## src/rtl/calc_op_sequencer.sv

```systemverilog
`default_nettype none
// ============================================================================
// Module   : calc_op_sequencer
// Purpose  : Sequencing controller for the 3-bit sign-magnitude calculator.
//            Accepts one request at a time, drives normalised operands onto
//            the shared unit bus, waits a fixed settle time, captures the
//            selected unit result and holds it until the consumer takes it.
//            Flags remainder-by-zero and keeps saturating status counters.
// Revision : 1.0 - initial release
// ============================================================================
module calc_op_sequencer #(
    parameter int SETTLE_CYCLES = 2,
    parameter int CNT_W         = 8
) (
    input  logic             clk,
    input  logic             rst,
    input  logic             req_valid,
    output logic             req_ready,
    input  logic [1:0]       req_op,
    input  logic [2:0]       req_a,
    input  logic [2:0]       req_b,
    output logic [2:0]       unit_a,
    output logic [2:0]       unit_b,
    output logic [1:0]       unit_op,
    input  logic [4:0]       add_res,
    input  logic [4:0]       sub_res,
    input  logic [4:0]       mul_res,
    input  logic [4:0]       rem_res,
    output logic             rsp_valid,
    input  logic             rsp_ready,
    output logic [4:0]       rsp_result,
    output logic             rsp_dbz,
    output logic [1:0]       rsp_op,
    output logic [CNT_W-1:0] op_cnt,
    output logic [CNT_W-1:0] dbz_cnt
);

    typedef enum logic [1:0] {
        S_IDLE   = 2'd0,
        S_SETTLE = 2'd1,
        S_RESP   = 2'd2
    } state_t;

    localparam logic [3:0]       c_settle_load = 4'(SETTLE_CYCLES);
    localparam logic [2:0]       c_neg_zero3   = 3'b100;
    localparam logic [4:0]       c_neg_zero5   = 5'b10000;
    localparam logic [CNT_W-1:0] c_cnt_max     = '1;

    state_t     r_state;
    state_t     w_next_state;
    logic [3:0] r_settle_cnt;

    logic       w_accept;
    logic       w_rsp_hs;
    logic       w_capture;
    logic       w_dbz;
    logic [4:0] w_sel_res;
    logic [4:0] w_cap_res;

    // A new request can be taken when idle, or when the held response leaves
    // on this same edge; reset always blocks acceptance.
    assign req_ready = ~rst & ((r_state == S_IDLE) |
                               ((r_state == S_RESP) & rsp_ready));
    assign w_accept  = req_valid & req_ready;
    assign w_rsp_hs  = (r_state == S_RESP) & rsp_valid & rsp_ready;
    assign w_capture = (r_state == S_SETTLE) & (r_settle_cnt == 4'd1);

    // unit_b is already normalised, so a negative-zero divisor reads as zero.
    assign w_dbz = (unit_op == 2'b11) & (unit_b == 3'b000);

    // Pick the active unit's result and fold negative zero / divide-by-zero to 0.
    always_comb begin
        w_sel_res = add_res;
        case (unit_op)
            2'b00:   w_sel_res = add_res;
            2'b01:   w_sel_res = sub_res;
            2'b10:   w_sel_res = mul_res;
            default: w_sel_res = rem_res;
        endcase
        w_cap_res = w_sel_res;
        if (w_dbz || (w_sel_res == c_neg_zero5)) begin
            w_cap_res = 5'b00000;
        end
    end

    // State register.
    always_ff @(posedge clk) begin
        if (rst) begin
            r_state <= S_IDLE;
        end else begin
            r_state <= w_next_state;
        end
    end

    // Next-state logic.
    always_comb begin
        w_next_state = r_state;
        case (r_state)
            S_IDLE: begin
                if (w_accept) w_next_state = S_SETTLE;
            end
            S_SETTLE: begin
                if (w_capture) w_next_state = S_RESP;
            end
            S_RESP: begin
                if (w_rsp_hs) w_next_state = w_accept ? S_SETTLE : S_IDLE;
            end
            default: w_next_state = S_IDLE;
        endcase
    end

    // Settle timer: loaded on acceptance, counts down while operands settle.
    always_ff @(posedge clk) begin
        if (rst) begin
            r_settle_cnt <= 4'd0;
        end else if (w_accept) begin
            r_settle_cnt <= c_settle_load;
        end else if ((r_state == S_SETTLE) && (r_settle_cnt != 4'd0)) begin
            r_settle_cnt <= r_settle_cnt - 4'd1;
        end
    end

    // Operand bus: changes only on acceptance, negative zero normalised.
    always_ff @(posedge clk) begin
        if (rst) begin
            unit_a  <= 3'b000;
            unit_b  <= 3'b000;
            unit_op <= 2'b00;
        end else if (w_accept) begin
            unit_a  <= (req_a == c_neg_zero3) ? 3'b000 : req_a;
            unit_b  <= (req_b == c_neg_zero3) ? 3'b000 : req_b;
            unit_op <= req_op;
        end
    end

    // Response register: captured at end of settle, held until handshake.
    always_ff @(posedge clk) begin
        if (rst) begin
            rsp_valid  <= 1'b0;
            rsp_result <= 5'b00000;
            rsp_dbz    <= 1'b0;
            rsp_op     <= 2'b00;
        end else if (w_capture) begin
            rsp_valid  <= 1'b1;
            rsp_result <= w_cap_res;
            rsp_dbz    <= w_dbz;
            rsp_op     <= unit_op;
        end else if (w_rsp_hs) begin
            rsp_valid  <= 1'b0;
        end
    end

    // Saturating completion and divide-by-zero counters.
    always_ff @(posedge clk) begin
        if (rst) begin
            op_cnt  <= '0;
            dbz_cnt <= '0;
        end else if (w_rsp_hs) begin
            if (op_cnt != c_cnt_max) op_cnt <= op_cnt + 1'b1;
            if (rsp_dbz && (dbz_cnt != c_cnt_max)) dbz_cnt <= dbz_cnt + 1'b1;
        end
    end

endmodule
`default_nettype wire

```

## config.mk

```make
export PLATFORM = sky130hd
export DESIGN_NAME = calc_op_sequencer
export DESIGN_NICKNAME = d
export VERILOG_FILES = /design/src/rtl/calc_op_sequencer.sv
export SDC_FILE = /design/constraint.sdc
export NUM_CORES = 1
export LEC_CHECK = 0
export ABC_AREA = 1
export CORE_ASPECT_RATIO = 2
export CORE_MARGIN = 4
export CORE_UTILIZATION = 45
export DETAILED_ROUTE_END_ITERATION = 10
export GPL_TIMING_DRIVEN = 1
export PLACE_DENSITY = 0.83
export SYNTH_ARGS = -nofsm -noshare
export SYNTH_HDL_FRONTEND = slang
export SYNTH_SLANG_ARGS = --single-unit
```

## constraint.sdc

```tcl
create_clock -name clk -period 1.5 [get_ports clk]
set_clock_uncertainty 0.1 [all_clocks]
set_input_delay 0.15 -clock clk [delete_from_list [all_inputs] [get_ports clk]]
set_output_delay 0.15 -clock clk [all_outputs]
set_load 0.02 [all_outputs]
```

After elaboration in Yosys (flattened, before gate mapping)

Cells that the tools add are included.

Register bits after elaboration: 39
Latch bits: 0
Memory bits (writable): 0
ROM bits: 0
Input port bits: 32
Output and inout bits: 34
Logic and storage cells: 64
Memories kept: 0

Add/sub/neg operators: 3
$mul: 0
Div/mod/pow operators: 0
Order comparisons: 0
Equal/unequal tests: 14
Shift operators: 0
Muxes and demuxes: 13
Bitwise gates (word level): 9
Reduce and logical (&&, ||, !) cells: 13

Operators by type and width:

| operator                                             | count |
|---|---|
| adder 8 x 1 -> 8 bit (second input constant)         | 2 |
| != test 8 bit (second input constant)                | 2 |
| one-hot mux 5 bit (3 select lines)                   | 1 |
| two-way mux 2 bit                                    | 5 |
| bitwise AND 1 bit                                    | 7 |
| equality test 2 bit (second input constant)          | 3 |
| equality test 3 bit (second input constant)          | 2 |
| two-way mux 3 bit                                    | 2 |
| != test 2 bit (second input constant)                | 3 |
| one-hot mux 2 bit (3 select lines)                   | 1 |
| equality test 5 bit (second input constant)          | 1 |
| two-way mux 5 bit                                    | 1 |
| equality test 2 x 1 -> 1 bit (second input constant) | 2 |
| equality test 4 x 1 -> 1 bit (second input constant) | 1 |
| logical NOT 2 bit                                    | 2 |
| AND reduction 2 bit                                  | 2 |
| nonzero test 2 bit                                   | 2 |
| nonzero test 4 bit                                   | 1 |
| subtractor 4 x 1 -> 4 bit (second input constant)    | 1 |
| logical NOT 3 bit                                    | 1 |
| two-way mux 1 bit                                    | 3 |
| AND reduction 3 bit                                  | 1 |
| logical AND 1 bit                                    | 2 |
| OR reduction 2 bit                                   | 1 |
| 3 further kinds                                      | 3 |

Depth between registers and ports, before layout

Gate-level depths: netlist (run 1).

Word-level depth: 8
Mapped depth: 10

Worst setup path before layout (run 1)

No wires, ideal clock.

Path type: register -> register
From: register op_cnt[0]
To: register op_cnt[6]
Library setup time: 115 ps
Data arrival time: 1321 ps
Setup slack: -35 ps
Stages on the path, launching flop included: 10
Path buffers: 0
Period minus slack after synthesis: 1535 ps
Path through: dfxtp_1 > ha_1 > nand3_1 > nor2_1 > nand2_1 > nand2_4 > inv_2 > nand2_1 > a21oi_1 > o21a_1

Word-level cells in the longest chain between the ends: 2
Elaborated cells on any way between the ends: 3
Those cells by class: add/sub (1); eq/ne (1); reduce/logical (1)

Ends and longest elaborated chain:

| what                                                         | line | text |
|---|---|---|
| from (decl)                                                  | 34   | `output logic [CNT_W-1:0] op_cnt,` |
| from (signal assigned)                                       | 159  | `if (op_cnt != c_cnt_max) op_cnt <= op_cnt + 1'b1;` |
| branches (longest 2 deep; another with adder 8 x 1 -> 8 bit) | --   |  |

Parallel ways; which one is timed is not known.
A chain may end at the register's enable or synchronous reset.

Worst setup path in the final report (run 1)

From: register rsp_dbz
To: output port rsp_dbz

RTL lines:

| what                   | line | text |
|---|---|---|
| from (decl)            | 32   | `output logic rsp_dbz,` |
| from (signal assigned) | 146  | `rsp_dbz <= w_dbz;` |

No word-level cell between the ends.

==> impl_results.md, run 1 <==
* WL final at 5328 um
* H-tree depth at 2
* Worst Hold Class: in -> reg
* # nets final at 390
* Crit path largest cell delay at 600 ps
* GP Congestion at 0.8099
* Register bit total from synthesis at 39
* Reg2Reg Depth at 7
* Max-slew violations at 0
* Critical R2R Launch: dbz_cnt[4]
* DR WL met3 at 287 um
* Hold wc startpoint: req_a[2]
* N_diodes at 0
* Fillers at 326
* Post-Syn Instances at 263
* Max frequency at 675.6 MHz
* Vias/cell at 5.032
* Flop2flop setup slack at 50 ps
* Pin count of the biggest net entering global routing at 25
* Netlist cell types at 34
* Status: complete, no violations
* Die area at 0.005500 mm^2
* Core ar. at 0.004129 mm^2
* Metal-1 WL at 1783 um
* Cell taking the most area after synthesis: dfxtp_1
* Final hold violation count at 0
* Leak pwr at 1.423 nW
* Startpoint Class: flip-flop
* Drt pass-1 iters at 4
* WHS Endpoint: unit_a[2]
* Gr usage total at 0.1986
* Max clock buf depth at 2
* Total congestion overflow at 0
* Ratio of cells with drive above 1 in the final layout at 0.2423
* Relative slew margins at 0.8089
* Crit path max-delay family: buffers and inverters
* DP Wirelength at 4056 um
* Crit path max-delay cell type: clkdlybuf4s50_1
* Syn Std Cell Area at 0.001944 mm^2
* Inst Count DP at 392
* Worst-Margin Slew at 286.6 ps
* Final ANT Viol Nets at 0
* Hold_ws at 320.5 ps
* Port-buffer cells at 65
* Power Total at 2.103 mW
* YS warnings at 0
* Worst IR drop on VDD at 0.0007313 V
* Clk_lat worst skew at 290 ps
* Post-CTS Hold Fix Bufs at 0
* Root buf cell: clkbuf_8
* Arr. time, crit path at 1230 ps
* WS Path Type: reg -> out
* Global-route wire length before repair at 8079 um
* Final setup viols at 0
* CTS Buf Count at 5
* Crit. End Element: output pin
* P per Cell Area at 702.7 mW/mm^2
* Max Cap Viol at 0
* Row cnt at 33
* DIE WIDTH at 54.48 um
* Crit-path cells: clkdlybuf4s50_1
* Core Util, Final at 0.7248
* Initial Utilization at 0.4709
* Sequential element share of the synthesized area at 0.4015
* Tcrit/Tclk final at 0.9868
* Minimum clock period at 1480 ps
* Reg-to-Reg End: dbz_cnt[4]
* Highest metal used: met4
* Clock sink total at 39
* Starting DRC count in detailed routing at 29
* Io pins at 66
* Max FO, Critical Path at 2
* Vias in the first global route at 1,931
* Hold path depth at 3
* WL per Instance at 13.09 um
* Syn nets at 299
* Reg area at 795.8 um^2
* Syn Area/Cell at 7.393 um^2
* Worst Path Required at 1250 ps
* # DRC at 0
* Footprint of the multi-input gates at 0.001102 mm^2
* Via count at 2,048
* Worst-path clk slew at 80 ps
* CTS tree: done
* Initial antenna violation count at 0
* Die height at 101.0 um
* Area contributors post-synth: dfxtp_1 (40%), nand2_1 (11%), a21oi_1 (7.7%)
* P&R area growth vs syn at 53.93%
* Post-route insts no fill at 407
* WP buf/inv at 1
* Synth top area share at 0.4015
* Met2 wire length at 3166 um
[sequential cells by signal (all words and copies together), names as in the netlist]
register,flops
r_state,2
op_cnt,8
unit_a,3
dbz_cnt,8
unit_op,2
rsp_dbz,1
unit_b,3
rsp_result,5
rsp_valid,1
r_settle_cnt,4
rsp_op,2
[where the power goes]
part,switching (mW),internal [mW]
clock,0.363,0.325
sequential,0.0217,1.05
combinational,0.172,0.167
total,0.557,1.55
[how the worst max path moves through the flow]
stage / slack [ps] / from / cells after the start / endpoint
final: 20 / rsp_dbz / 1 / rsp_dbz
after CTS: 1 / unit_a[1] / 1 / unit_a[1]
after floorplan: 70 / dbz_cnt[5] / 7 / dbz_cnt[1]
after detailed placement: -240 / rsp_ready / 4 / req_ready
after global placement: -250 / rsp_ready / 4 / req_ready
after global routing: -30 / r_settle_cnt[1] / 8 / rsp_result[0]
[cells in the mapped netlist, drive strengths merged]
| cell | number |
|---|---|
| inv | 27 |
| ha | 4 |
| nor3b | 1 |
| xnor2 | 3 |
| nand2 | 62 |
| xor2 | 4 |
| o211ai | 1 |
| o21ai | 17 |
| nor4 | 1 |
| a21oi | 32 |
| dfxtp | 39 |
| or2 | 1 |
| a211oi | 1 |
| nor3 | 3 |
| clkinv | 1 |
| nand4 | 6 |
| nand3 | 25 |
| buf | 4 |
| nor2 | 25 |
| clkbuf | 4 |
| o21a | 2 |
[cell usage in the layout, fill, tap and decap left out, types with 7 or more instances in the layout]
cell             Yosys  final
buf_4                1     26
dlygate4sd2_1        0     26
o21ai_0             12     11
nand2_2              2      7
nand2_1             58     52
dfxtp_1             39     33
clkdlybuf4s50_1      0     32
nor2_1              16     15
a21oi_1             30     25
inv_1               22     19
nand3_1             23     22
[timing repair]
item / 4_1_cts / 5_1_grt
buffers inserted: 0 / 7
resized for setup: 28 / 41
setup endpoints to repair: 27 / 29
pin swaps: 0 / 12
[cell families (layout without fill, tap and decap cells)]
kind of cell,count (synthesis),after routing,synth area share
AO/OA/AOI/OAI,53,53,0.1493
XOR/XNOR,7,7,0.03153
adder cells (fa/ha/maj),4,4,0.02574
buffers and inverters,36,128,0.07464
flip-flops,39,39,0.4015
AND/OR/NAND/NOR,124,124,0.3173
[per-stage QoR]
stage	setup WS (ps)	setup TNS, ps	instance area, um^2
6_report	19.81	0	2993
3_3_place_gp	-251.7	-3012	2775
5_1_grt	-30.30	-91.41	2993
4_1_cts	1.179	0	2828
2_1_floorplan	65.03	0	1947
3_5_place_dp	-242.6	-3051	2775
[area by class of cell]
type / instances / share of cell area
clock buffer: 6 / 0.02425
inverter: 28 / 0.03679
sequential: 39 / 0.2659
clock inverter: 2 / 0.004181
multi-input combinational: 188 / 0.3683
tap: 52 / 0.02174
timing repair buffer: 92 / 0.2788
[metal layers]
metal	global-route usage	vias to the layer above
met3	0.04889	6
met2	0.3943	58
met1	0.1705	941
met5	0	-
li1	-	1043
met4	0.07869	0
(Power assumes the default switching activity.)
==> run 2, diff against run 1 <==
Settings changed: CORE_MARGIN 4 to 2.
==> run 2 against run 1 <==
Effect of this change:
- worst hold slack worse by 4.3 ps
- total power is 1.1% higher
- sequential share of layout area is 0.16 points lower
- cell area is 0.29% higher
- register-to-register slack worse by 20 ps
- final cell count is 0.49% higher
- first-iteration DRC count is 17% higher
- combinational power is 5.9% higher
- core utilization is 0.21 points higher
- sequential power hardly changed
- die area is 11% lower
- largest power group unchanged
==> impl_results.md, run 2 (same netlist as run 1, synthesis figures left out) <==
* Status: complete, no violations
* Commonest cells after routing, fill and taps aside: nand2_1 (56), dfxtp_1 (33), clkdlybuf4s50_1 (31)
* Max-slew violations at 0
* Final hold violation count at 0
* Max frequency at 682.1 MHz
* Port-buffer cells at 65
* Tcrit/Tclk final at 0.9773
* Gr usage total at 0.2217
* Worst Hold Class: in -> reg
* Core Util, Final at 0.7270
* Starting DRC count in detailed routing at 34
* Vias/cell at 5.103
* Post-CTS Hold Fix Bufs at 0
* Commonest non-fill, non-tap cell in the layout: nand2_1
* Final ANT Viol Nets at 0
* Startpoint Class: flip-flop
* P per Cell Area at 708.7 mW/mm^2
* DP Wirelength at 3896 um
* Worst-Margin Slew at 276.3 ps
* Global-route wire length before repair at 8383 um
* Crit path largest cell delay at 340 ps
* Worst IR drop on VDD at 0.0006264 V
* Die area at 0.004895 mm^2
* M2 GR Usage at 0.4221
* Final TNS setup at 0 ps
* WL per Instance at 12.66 um
* Initial Utilization at 0.4709
* Grt met1 use at 0.2020
* Minimum clock period at 1466 ps
* Root buf cell: clkbuf_8
* # DRC at 0
* Max clock buf depth at 2
* # nets final at 392
* Vias in the first global route at 2,035
* GP Congestion at 0.7965
* Core ar. at 0.004129 mm^2
* CP dominant cell by count: nor2_1
* Crit. End Element: flip-flop
* Clock sink total at 39
* Die height at 96.96 um
* CTS Buf Count at 5
* Crit-path cells: inv_2 > buf_6 > nor2_4 > inv_4 > a21oi_4 > nand2_2 > nor2_1 > nand2_1 > nor2_1 > nor2_1
* Via count at 2,087
* Final setup viols at 0
* Biggest registers after layout: dbz_cnt (8), op_cnt (8), rsp_result (5)
* Initial antenna violation count at 0
* Ratio of cells with drive above 1 in the final layout at 0.2241
* CTS tree: done
* P&R area growth vs syn at 54.38%
* Max Cap Viol at 0
* Setup repair after global routing missed its margin: yes
* WS Path Type: reg -> reg
* Drt pass-1 iters at 4
* Row cnt at 33
* GR Layer Usage met3 at 0.04321
* Relative slew margins at 0.8144
* Total congestion overflow at 0
* Worst Path Required at 1600 ps
* Hold_ws at 316.2 ps
* Max FO, Critical Path at 4
* Pin count of the biggest net entering global routing at 25
* Worst-path clk slew at 70 ps
* N_diodes at 0
* Crit path max-delay cell type: dfxtp_2
* H-tree depth at 2
* Grt peak-use layer: met2
* WL final at 5178 um
* DIE WIDTH at 50.48 um
* Io pins at 66
* Clk_lat worst skew at 290 ps
* Arr. time, crit path at 1560 ps
* Leak pwr at 1.439 nW
[run 2: changes by cell type in the layout (fill, tap and decap cells not counted), sizes merged]
cell           before  now
clkinv              2    1
buf                27   30
dlymetal6s2s        6    7
inv                27   28
clkdlybuf4s50      32   31
clkinvlp            1    0
[run 2: worst max-delay path, delay by kind of cell, from the launching register on]
family	cells	cell delay (ps)
compound gates	1	150
buf+inv	3	210
simple gates	6	560
flops	1	340
[run 2: final timing paths]
check	from	slack, ps	endpoint	cells past startpoint
worst min register to register	rsp_result[1]	360	rsp_result[1]	2
worst max register to register	r_state[0]	30	r_settle_cnt[3]	10
worst max-delay path	r_state[0]	30	r_settle_cnt[3]	10
worst min-delay path	req_b[2]	320	unit_b[2]	3
[run 2: per-layer routing]
metal,wire (um),share of wire,vias to the layer above
li1,-,-,1050
met1,1813,0.35,968
met2,3022,0.58,61
met3,226,0.044,8
met4,116,0.022,0
met5,0,0,-
[run 2: metrics by stage]
step | total power, mW | setup WS (ps) | cell area (um^2) | std cells
2_1_floorplan | 1.272 | 65.03 | 1947 | 263
3_3_place_gp | 1.438 | -372.1 | 2775 | 392
3_5_place_dp | 1.446 | -385.7 | 2775 | 392
4_1_cts | 2.117 | -44.85 | 2825 | 400
5_1_grt | 2.209 | -70.14 | 3002 | 409
6_report | 2.127 | 34.01 | 3002 | 409
[run 2: cell type report]
class	instances	area, um^2
well taps	52	65.06
multi-input cells	188	1091
clock buffers	7	76.32
repair buffers	94	855.8
inverters	28	115.1
fillers	338	1127
flip-flops and latches	39	793.3
clock inverters	1	5.005
[run 2: report_power, final]
part | internal, mW | switching (mW) | leakage (nW)
clock network | 0.326 | 0.363 | 0.0422
registers | 1.06 | 0.0215 | 0.319
logic | 0.182 | 0.178 | 1.08
total | 1.56 | 0.563 | 1.44
[run 2: repair_timing]
item | in CTS | in global routing
buffers inserted | 0 | 10
endpoints found under the setup margin | 27 | 30
pin swaps | 0 | 20
hold endpoints to repair | 0 | 0
resized for setup | 29 | 38
